==> config.mk <==
export PLATFORM = sky130hd
export DESIGN_NAME = param_seq_det_flat
export DESIGN_NICKNAME = d
export VERILOG_FILES = /design/src/rtl/param_seq_det_if.sv /design/src/rtl/param_seq_det.sv /design/src/flat_wrapper.sv
export SDC_FILE = /design/constraint.sdc
export NUM_CORES = 1
export LEC_CHECK = 0
export ABC_AREA = 0
export CORE_MARGIN = 4
export CORE_UTILIZATION = 31
export DETAILED_ROUTE_END_ITERATION = 10
export DONT_BUFFER_PORTS = 1
export GPL_ROUTABILITY_DRIVEN = 0
export GPL_TIMING_DRIVEN = 1
export HOLD_SLACK_MARGIN = 0.02
export PLACE_DENSITY_LB_ADDON = 0.1
export SKIP_LAST_GASP = 1
export SYNTH_ARGS = -nofsm -noshare
export SYNTH_HDL_FRONTEND = slang
export SYNTH_SLANG_ARGS = --single-unit
==> constraint.sdc <==
create_clock -name clk -period 4.3 [get_ports clk]
set_input_delay 1.075 -clock clk [delete_from_list [all_inputs] [get_ports clk]]
set_output_delay 1.075 -clock clk [all_outputs]
set_load 0.02 [all_outputs]
==> src/rtl/param_seq_det_if.sv <==
// Bus bundle for param_seq_det: serial stream, pattern configuration and detection status.
interface param_seq_det_if #(
  parameter int unsigned MAX_LEN = 8,
  parameter int unsigned CNT_W   = 16
);
  localparam int unsigned LEN_W = $clog2(MAX_LEN + 1);

  logic               clr;
  logic               in_valid;
  logic               serin;
  logic [MAX_LEN-1:0] pattern;
  logic [LEN_W-1:0]   pat_len;
  logic               overlap;
  logic               det_out;
  logic [LEN_W-1:0]   fill;
  logic               len_err;
  logic [CNT_W-1:0]   match_cnt;

  modport master (
    output clr, in_valid, serin, pattern, pat_len, overlap,
    input  det_out, fill, len_err, match_cnt
  );

  modport slave (
    input  clr, in_valid, serin, pattern, pat_len, overlap,
    output det_out, fill, len_err, match_cnt
  );
endinterface

==> src/rtl/param_seq_det.sv <==
// Serial sequence detector with runtime pattern/length and overlap selection.
// Optional saturating detection counter enabled by defining SEQ_DET_CNT_EN.
module param_seq_det #(
  parameter int unsigned MAX_LEN = 8,
  parameter int unsigned CNT_W   = 16
) (
  input  logic           clk,
  input  logic           rst,
  param_seq_det_if.slave bus
);
  localparam int unsigned LEN_W = $clog2(MAX_LEN + 1);

  logic [MAX_LEN-1:0] r_hist;
  logic [LEN_W-1:0]   r_fill;
  logic               r_det;
  logic               r_len_err;

  logic [MAX_LEN-1:0] w_hist_n;
  logic [MAX_LEN-1:0] w_mask;
  logic [LEN_W-1:0]   w_fill_n;
  logic               w_len_ok;
  logic               w_match;

  // Next history/fill and match against the low pat_len bits only.
  always_comb begin
    w_len_ok = (bus.pat_len != '0) && (32'(bus.pat_len) <= MAX_LEN);
    w_hist_n = {r_hist[MAX_LEN-2:0], bus.serin};
    w_fill_n = (32'(r_fill) >= MAX_LEN) ? r_fill : r_fill + LEN_W'(1);
    w_mask   = '0;
    for (int unsigned i = 0; i < MAX_LEN; i++) begin
      w_mask[i] = (i < 32'(bus.pat_len));
    end
    w_match = w_len_ok && (w_fill_n >= bus.pat_len) &&
              (((w_hist_n ^ bus.pattern) & w_mask) == '0);
  end

  // History, fill and detection pulse; clr outranks a valid bit.
  always_ff @(posedge clk or posedge rst) begin
    if (rst) begin
      r_hist <= '0;
      r_fill <= '0;
      r_det  <= 1'b0;
    end else if (bus.clr) begin
      r_fill <= '0;
      r_det  <= 1'b0;
    end else if (bus.in_valid) begin
      r_hist <= w_hist_n;
      r_det  <= w_match;
      r_fill <= (w_match && !bus.overlap) ? '0 : w_fill_n;
    end else begin
      r_det  <= 1'b0;
    end
  end

  always_ff @(posedge clk or posedge rst) begin
    if (rst) r_len_err <= 1'b0;
    else     r_len_err <= !w_len_ok;
  end

  assign bus.det_out = r_det;
  assign bus.fill    = r_fill;
  assign bus.len_err = r_len_err;

`ifdef SEQ_DET_CNT_EN
  logic [CNT_W-1:0] r_cnt;

  // Saturating count of detections.
  always_ff @(posedge clk or posedge rst) begin
    if (rst) begin
      r_cnt <= '0;
    end else if (bus.clr) begin
      r_cnt <= '0;
    end else if (bus.in_valid && w_match && (r_cnt != '1)) begin
      r_cnt <= r_cnt + CNT_W'(1);
    end
  end

  assign bus.match_cnt = r_cnt;
`else
  assign bus.match_cnt = '0;
`endif
endmodule

==> src/flat_wrapper.sv <==
// flat-port wrapper written by rule: the top's interface ports become plain ports
module param_seq_det_flat 
#(
  parameter int unsigned MAX_LEN = 8,
  parameter int unsigned CNT_W   = 16
)
  (clk, rst, bus_clr, bus_in_valid, bus_serin, bus_pattern, bus_pat_len, bus_overlap, bus_det_out, bus_fill, bus_len_err, bus_match_cnt);
  param_seq_det_if #(.MAX_LEN(MAX_LEN), .CNT_W(CNT_W)) bus_i ();
  input  logic clk;
  input  logic rst;
  input wire logic [$bits(bus_i.clr)-1:0] bus_clr;
  input wire logic [$bits(bus_i.in_valid)-1:0] bus_in_valid;
  input wire logic [$bits(bus_i.serin)-1:0] bus_serin;
  input wire logic [$bits(bus_i.pattern)-1:0] bus_pattern;
  input wire logic [$bits(bus_i.pat_len)-1:0] bus_pat_len;
  input wire logic [$bits(bus_i.overlap)-1:0] bus_overlap;
  output wire logic [$bits(bus_i.det_out)-1:0] bus_det_out;
  output wire logic [$bits(bus_i.fill)-1:0] bus_fill;
  output wire logic [$bits(bus_i.len_err)-1:0] bus_len_err;
  output wire logic [$bits(bus_i.match_cnt)-1:0] bus_match_cnt;
  assign bus_i.clr = bus_clr;
  assign bus_i.in_valid = bus_in_valid;
  assign bus_i.serin = bus_serin;
  assign bus_i.pattern = bus_pattern;
  assign bus_i.pat_len = bus_pat_len;
  assign bus_i.overlap = bus_overlap;
  assign bus_det_out = bus_i.det_out;
  assign bus_fill = bus_i.fill;
  assign bus_len_err = bus_i.len_err;
  assign bus_match_cnt = bus_i.match_cnt;
  param_seq_det #(.MAX_LEN(MAX_LEN), .CNT_W(CNT_W)) u_core (.clk(clk), .rst(rst), .bus(bus_i));
endmodule
==> results.tsv, run 1 <==
stage	metric	value	unit
outcome	status	finished clean	
global_routing	grt_pass1_vias	662	
sta	worst_slack	1.64	ns
sta	holdWs	0.546	ns
worst_setup_path	crit_path_end_kind	flop	
synth	yosys.cell_types.count	34	
finish	layoutNonFillerInstCount	144	
placed_design	dp_cells	140	
sta	hold_violations	0	
placed_design	place_hpwl	1570	um
worst_setup_path	startpoint_type	flop	
synth	yosysTopAreaCell	dfrtp_1	
sta	maxSlewViolCount	0	
finish	n_antenna_cell	0	
finish	drive_gt1_share	18.0	%
cts	cts.sinks	13	
global_routing	gr-total-overflow	0	
finish	syn2layout_area_growth	1.38	%
route	viasPerCell	4.31	
worst_setup_path	r2r_cells	8	
route	wirelength	1910	um
synth	ys.flop_type	dfrtp_1	
sta	tightest_slew	0.699	ns
route	dr.pass1.iters	4	
floorplanning	coreArea	3080	um^2
placed_design	place_ws	1.64	ns
floorplanning	io_pins	40	
sta	min_period	2.66	ns
cts	cts_tree	built	
global_routing	grt_pass1_wl	3160	um
synth	syn_area	1000	um^2
finish	stdcell_area	1010	um^2
cts	ctsResizeCount	0	
sta	relSlewSlack	53.3	%
run	maxCapViolations	0	
worst_setup_path	slowest_delay	0.58	ns
synth	synth-edff-count	0	
cts	cts_buffers	3	
route	ant_nets	0	
worst_setup_path	path_max_fanout	6	
min_path	hold_depth	1	
cts	post_cts_buffers	0	
floorplanning	start_util	32.5	%
pwr	powerDensity	362	nW/um^2
synth	yosys_warnings	0	
floorplanning	std_cell_rows	20	
synth	synth-seq-cells	13	
synth	seq_area_frac_synth	32.5	%
sta	rsz0062_at_grt	no	
floorplanning	die_h	64.8	um
finish	final_util	32.9	%
worst_setup_path	cp_slowest_cell	or4_4	
pwr	report.power.total	0.367	mW
sta	fin_crit_sh	61.8	%
synth	avgSynthCellArea	10.2	um^2
global_routing	grt_max_degree	14	
cts	hold_buffers	0	
finish	final_common_cell	conb_1	
finish	final_cell_mix	conb_1, dfrtp_1, mux2_2, xnor2_1, ha_1	
cts	cts_root_buf	clkbuf_4	
finish	fillers	334	
cts	htreeDepth	1	
synth	synth_top_area_share	32.5	%
cts	clk_path_buf_depth	2	
worst_setup_path	worst-setup-path-type	reg2reg	
synth	synth_cells	98	
sta	fin_skew	0.00519	ns
min_path	hp-class	reg2reg	
route	routed-via-count	620	
global_routing	track_usage	10.0	%
synth	async_reset_ff_share	100	%
route	wl_per_cell	13.2	um
finish	multi_input_area	584	um^2
placed_design	placed_cell_area	987	um^2
cts	clock_latency	0.28	ns
worst_setup_path	cpMostUsedCell	ha_1	
cts	clk_transition_reported_paths	0.09	ns
placed_design	numPortBuffers	0	
pwr	p_leak	0.443	nW
route	drtIter0Drc	11	
sta	tns	0	ns
worst_setup_path	crit_arrival	2.82	ns
worst_setup_path	critical_path_required	4.46	ns
floorplanning	die-area	4200	um^2
finish	nets	125	
sta	timing.fmax	0.376	GHz
worst_setup_path	crit_chain	inv_1 > ha_1 > mux2_2 > ha_1 > a2111oi_0 > or4_4 > nor4_4 > nor3_1	
global_routing	antenna_found_initial	0	
route	drc_errors	0	
finish	seq_area	325	um^2
pwr	peakVddDrop	129	uV
sta	setup_viol	0	
floorplanning	die_x	64.8	um
synth	yosys-top-cells-area	dfrtp_1, buf_4, mux2_2	
worst paths after layout:
| kind | start | end | slack [ns] |
|---|---|---|---|
| max | u_core.bus.fill[0] | u_core.bus.fill[2] | 1.64 |
| min | u_core.r_hist[6] | u_core.r_hist[6] | 0.55 |
| max reg2reg | u_core.bus.fill[0] | u_core.bus.fill[2] | 1.64 |
| min reg2reg | u_core.r_hist[6] | u_core.r_hist[6] | 0.55 |
| max in group asynchronous | rst | u_core.r_hist[1] | 3.22 |
| min in group asynchronous | rst | u_core.r_hist[6] | 0.72 |
cell usage after synthesis, drive strengths merged, types with 3 or more instances:
| master | number |
|---|---|
| nor2 | 3 |
| mux2 | 8 |
| ha | 6 |
| xnor2 | 9 |
| nor3 | 5 |
| inv | 6 |
| nand2b | 3 |
| buf | 16 |
| xor2 | 4 |
| o21ai | 4 |
| dfrtp | 13 |
state kept, by name, summed over array words and instances (netlist names):
name                count
u_core.bus.det_out      1
u_core.bus.fill         4
u_core.bus.len_err      1
u_core.r_hist           7
critical path, delay by kind of cell, from the launching register on:
kind / cells / cell delay, ns
AO/OA/AOI/OAI: 1 / 0.09
adder cells (fa/ha/maj): 2 / 0.57
buffers and inverters: 1 / 0.08
flip-flops: 1 / 0.57
multiplexers: 1 / 0.27
AND/OR/NAND/NOR: 3 / 0.95
routing by layer:
layer  routed length (um)  vias to the layer above  track usage [%]
li1                     -                      311                -
met1                  778                      284             11.2
met2                  921                       23             16.1
met3                  187                        2             3.99
met4                   18                        0             5.54
met5                    0                        -                0
final cells by class:
class / instances / share of cell area, %
Multi-Input combinational cell: 77 / 57.7
Sequential cell: 13 / 32.1
Tap cell: 44 / 5.43
Clock buffer: 4 / 2.59
Inverter: 6 / 2.22
where the power goes:
| group | switching (mW) | internal, mW |
|---|---|---|
| clock | 0.0416 | 0.0359 |
| sequential | 0.0282 | 0.150 |
| combinational | 0.0563 | 0.0550 |
| total | 0.126 | 0.241 |
cell families after synthesis:
logic type / count (synthesis) / synth area share (%)
buf+inv: 23 / 14.6
simple gates: 21 / 14.3
compound gates: 13 / 9.51
xor+xnor: 13 / 12.1
flops: 13 / 32.5
mux: 8 / 9.01
fa+ha+maj: 6 / 7.51
other cells: 1 / 0.375
(Power assumes the default switching activity.)
==> run 2, diff against run 1 <==
==> constraint.sdc (replaced) <==
create_clock -name clk -period 2.2 [get_ports clk]
set_input_delay 0.55 -clock clk [delete_from_list [all_inputs] [get_ports clk]]
set_output_delay 0.55 -clock clk [all_outputs]
set_load 0.02 [all_outputs]
==> results.tsv, run 2 (synthesis gave the netlist of run 1 again) <==
stage	metric	value	unit
cts	cts_root_buf	clkbuf_4	
cts	cts.sinks	13	
route	routed-via-count	671	
cts	clk_transition_reported_paths	0.09	ns
cts	htreeDepth	1	
placed_design	place_hpwl	1660	um
worst_setup_path	path_max_fanout	4	
worst_setup_path	r2r_cells	8	
finish	drive_gt1_share	35.5	%
global_routing	track_usage	10.4	%
floorplanning	start_util	32.5	%
sta	fin_crit_sh	105	%
sta	maxSlewViolCount	0	
pwr	report.power.total	0.762	mW
cts	clk_path_buf_depth	2	
finish	largest_reg_flops	7	
outcome	violations	setup timing	
worst_setup_path	critPathTopFamily	simple AND/OR/NAND/NOR gates	
pwr	peakVddDrop	309	uV
run	maxCapViolations	0	
sta	hold_violations	0	
floorplanning	die_x	64.8	um
finish	multi_input_area	638	um^2
floorplanning	coreArea	3080	um^2
sta	fin_skew	0.00641	ns
global_routing	gr-total-overflow	0	
worst_setup_path	crit_chain	inv_2 > ha_4 > mux2_4 > ha_4 > a2111oi_2 > or4_4 > nor4_1 > o32ai_1	
finish	final_cell_mix	conb_1, dfrtp_1, buf_4	
pwr	pwr-share-seq	44.7	%
finish	nets	135	
pwr	powerDensity	665	nW/um^2
route	drc_errors	0	
finish	n_antenna_cell	0	
finish	syn2layout_area_growth	14.5	%
worst_setup_path	critical_path_required	2.35	ns
cts	cts_buffers	3	
finish	final_util	37.2	%
worst_setup_path	crit_arrival	2.46	ns
cts	clock_latency	0.28	ns
finish	stdcell_area	1140	um^2
global_routing	grt_pass1_wl	3390	um
pwr	switching_power	0.263	mW
cts	hold_buffers	0	
floorplanning	die-area	4200	um^2
finish	fillers	316	
placed_design	placed_cell_area	1080	um^2
global_routing	grt_max_degree	14	
pwr	combinationalPowerShare	34.8	%
sta	worst_slack	-0.112	ns
worst_setup_path	r2r-end	u_core.bus.fill[1]	
sta	setup_viol	5	
worst_setup_path	startpoint_type	flop	
route	wirelength	2000	um
sta	rsz0062_at_grt	yes	
worst_setup_path	crit_path_end_kind	flop	
placed_design	numPortBuffers	0	
outcome	status	finished with violations	
sta	relSlewSlack	64.5	%
worst_setup_path	cpMostUsedCell	ha_4	
worst_setup_path	worst-setup-path-type	reg2reg	
finish	regMostFlops	u_core.r_hist	
placed_design	place_ws	-0.168	ns
global_routing	grt_pass1_vias	736	
finish	final_common_cell	conb_1	
route	ant_nets	0	
sta	min_period	2.31	ns
worst_setup_path	cp_slowest_cell	or4_4	
worst_setup_path	critical_path_buf_inv_count	1	
finish	seq_area	328	um^2
route	wl_per_cell	13.0	um
pwr	p_leak	0.501	nW
floorplanning	die_h	64.8	um
route	dr.pass1.iters	3	
worst_setup_path	slowest_delay	0.57	ns
pwr	switching_share	34.5	%
min_path	hp-class	in2async	
pwr	p_clk_share	20.5	%
worst_setup_path	r2r_slack	-0.11	ns
route	viasPerCell	4.36	
sta	timing.fmax	0.433	GHz
pwr	p_int	0.499	mW
floorplanning	std_cell_rows	20	
route	drtIter0Drc	5	
global_routing	antenna_found_initial	0	
floorplanning	io_pins	40	
sta	tightest_slew	0.532	ns
worst_setup_path	timing.rr.start	u_core.bus.fill[0]	
cts	cts_tree	built	
## run 2: cell count changes in the layout (fill, tap and decap cells not counted), sizes merged
cell	before	now
buf	0	10
## run 2: stage by stage
stage               hold WS [ns]  setup TNS [ns]  cells
finish                     0.188          -0.449    154
global route               0.211          -0.851    154
CTS                        0.201          -0.473    154
detailed placement         0.510          -0.653    149
global placement           0.506          -0.489    149
floorplan                  0.427          -0.470    113
## run 2: repair_timing
| action | CTS | global route |
|---|---|---|
| endpoints found under the hold margin | 0 | 0 |
| setup buffers | 1 | 0 |
| setup endpoints to repair | 5 | 5 |
| resized for setup | 3 | 3 |
## run 2: metal layers
metal / GRT usage, % / wire length [um]
met4: 5.80 / 40
met1: 12.5 / 874
met2: 16.5 / 960
met3: 3.29 / 127
met5: 0 / 0
## run 2: power by group through the flow
| stage | Sequential, mW | Clock (mW) | Combinational [mW] |
|---|---|---|---|
| 6_report | 0.341 | 0.156 | 0.265 |
| 5_1_grt | 0.348 | 0.170 | 0.297 |
| 4_1_cts | 0.341 | 0.157 | 0.268 |
| 3_5_place_dp | 0.346 | 0 | 0.258 |
| 3_3_place_gp | 0.345 | 0 | 0.254 |
| 2_1_floorplan | 0.342 | 0 | 0.227 |
## run 2: area by class of cell
class,instances,share of cell area [%]
timing repair buffer,10,6.56
inverter,6,1.97
multi-input combinational,77,55.7
clock buffer,4,2.30
tap,44,4.81
sequential,13,28.6
## run 2: worst max-delay path by stage
| stage | from | endpoint | slack [ns] | cells past startpoint |
|---|---|---|---|---|
| final | u_core.bus.fill[0] | u_core.bus.fill[1] | -0.11 | 8 |
| after global routing | u_core.bus.fill[0] | u_core.bus.fill[2] | -0.21 | 8 |
| after CTS | u_core.bus.fill[0] | u_core.bus.fill[2] | -0.11 | 8 |
| after detailed placement | u_core.bus.fill[1] | u_core.bus.det_out | -0.17 | 7 |
| after global placement | u_core.bus.fill[0] | u_core.bus.det_out | -0.14 | 7 |
| after floorplan | u_core.bus.fill[0] | u_core.bus.fill[1] | -0.12 | 8 |
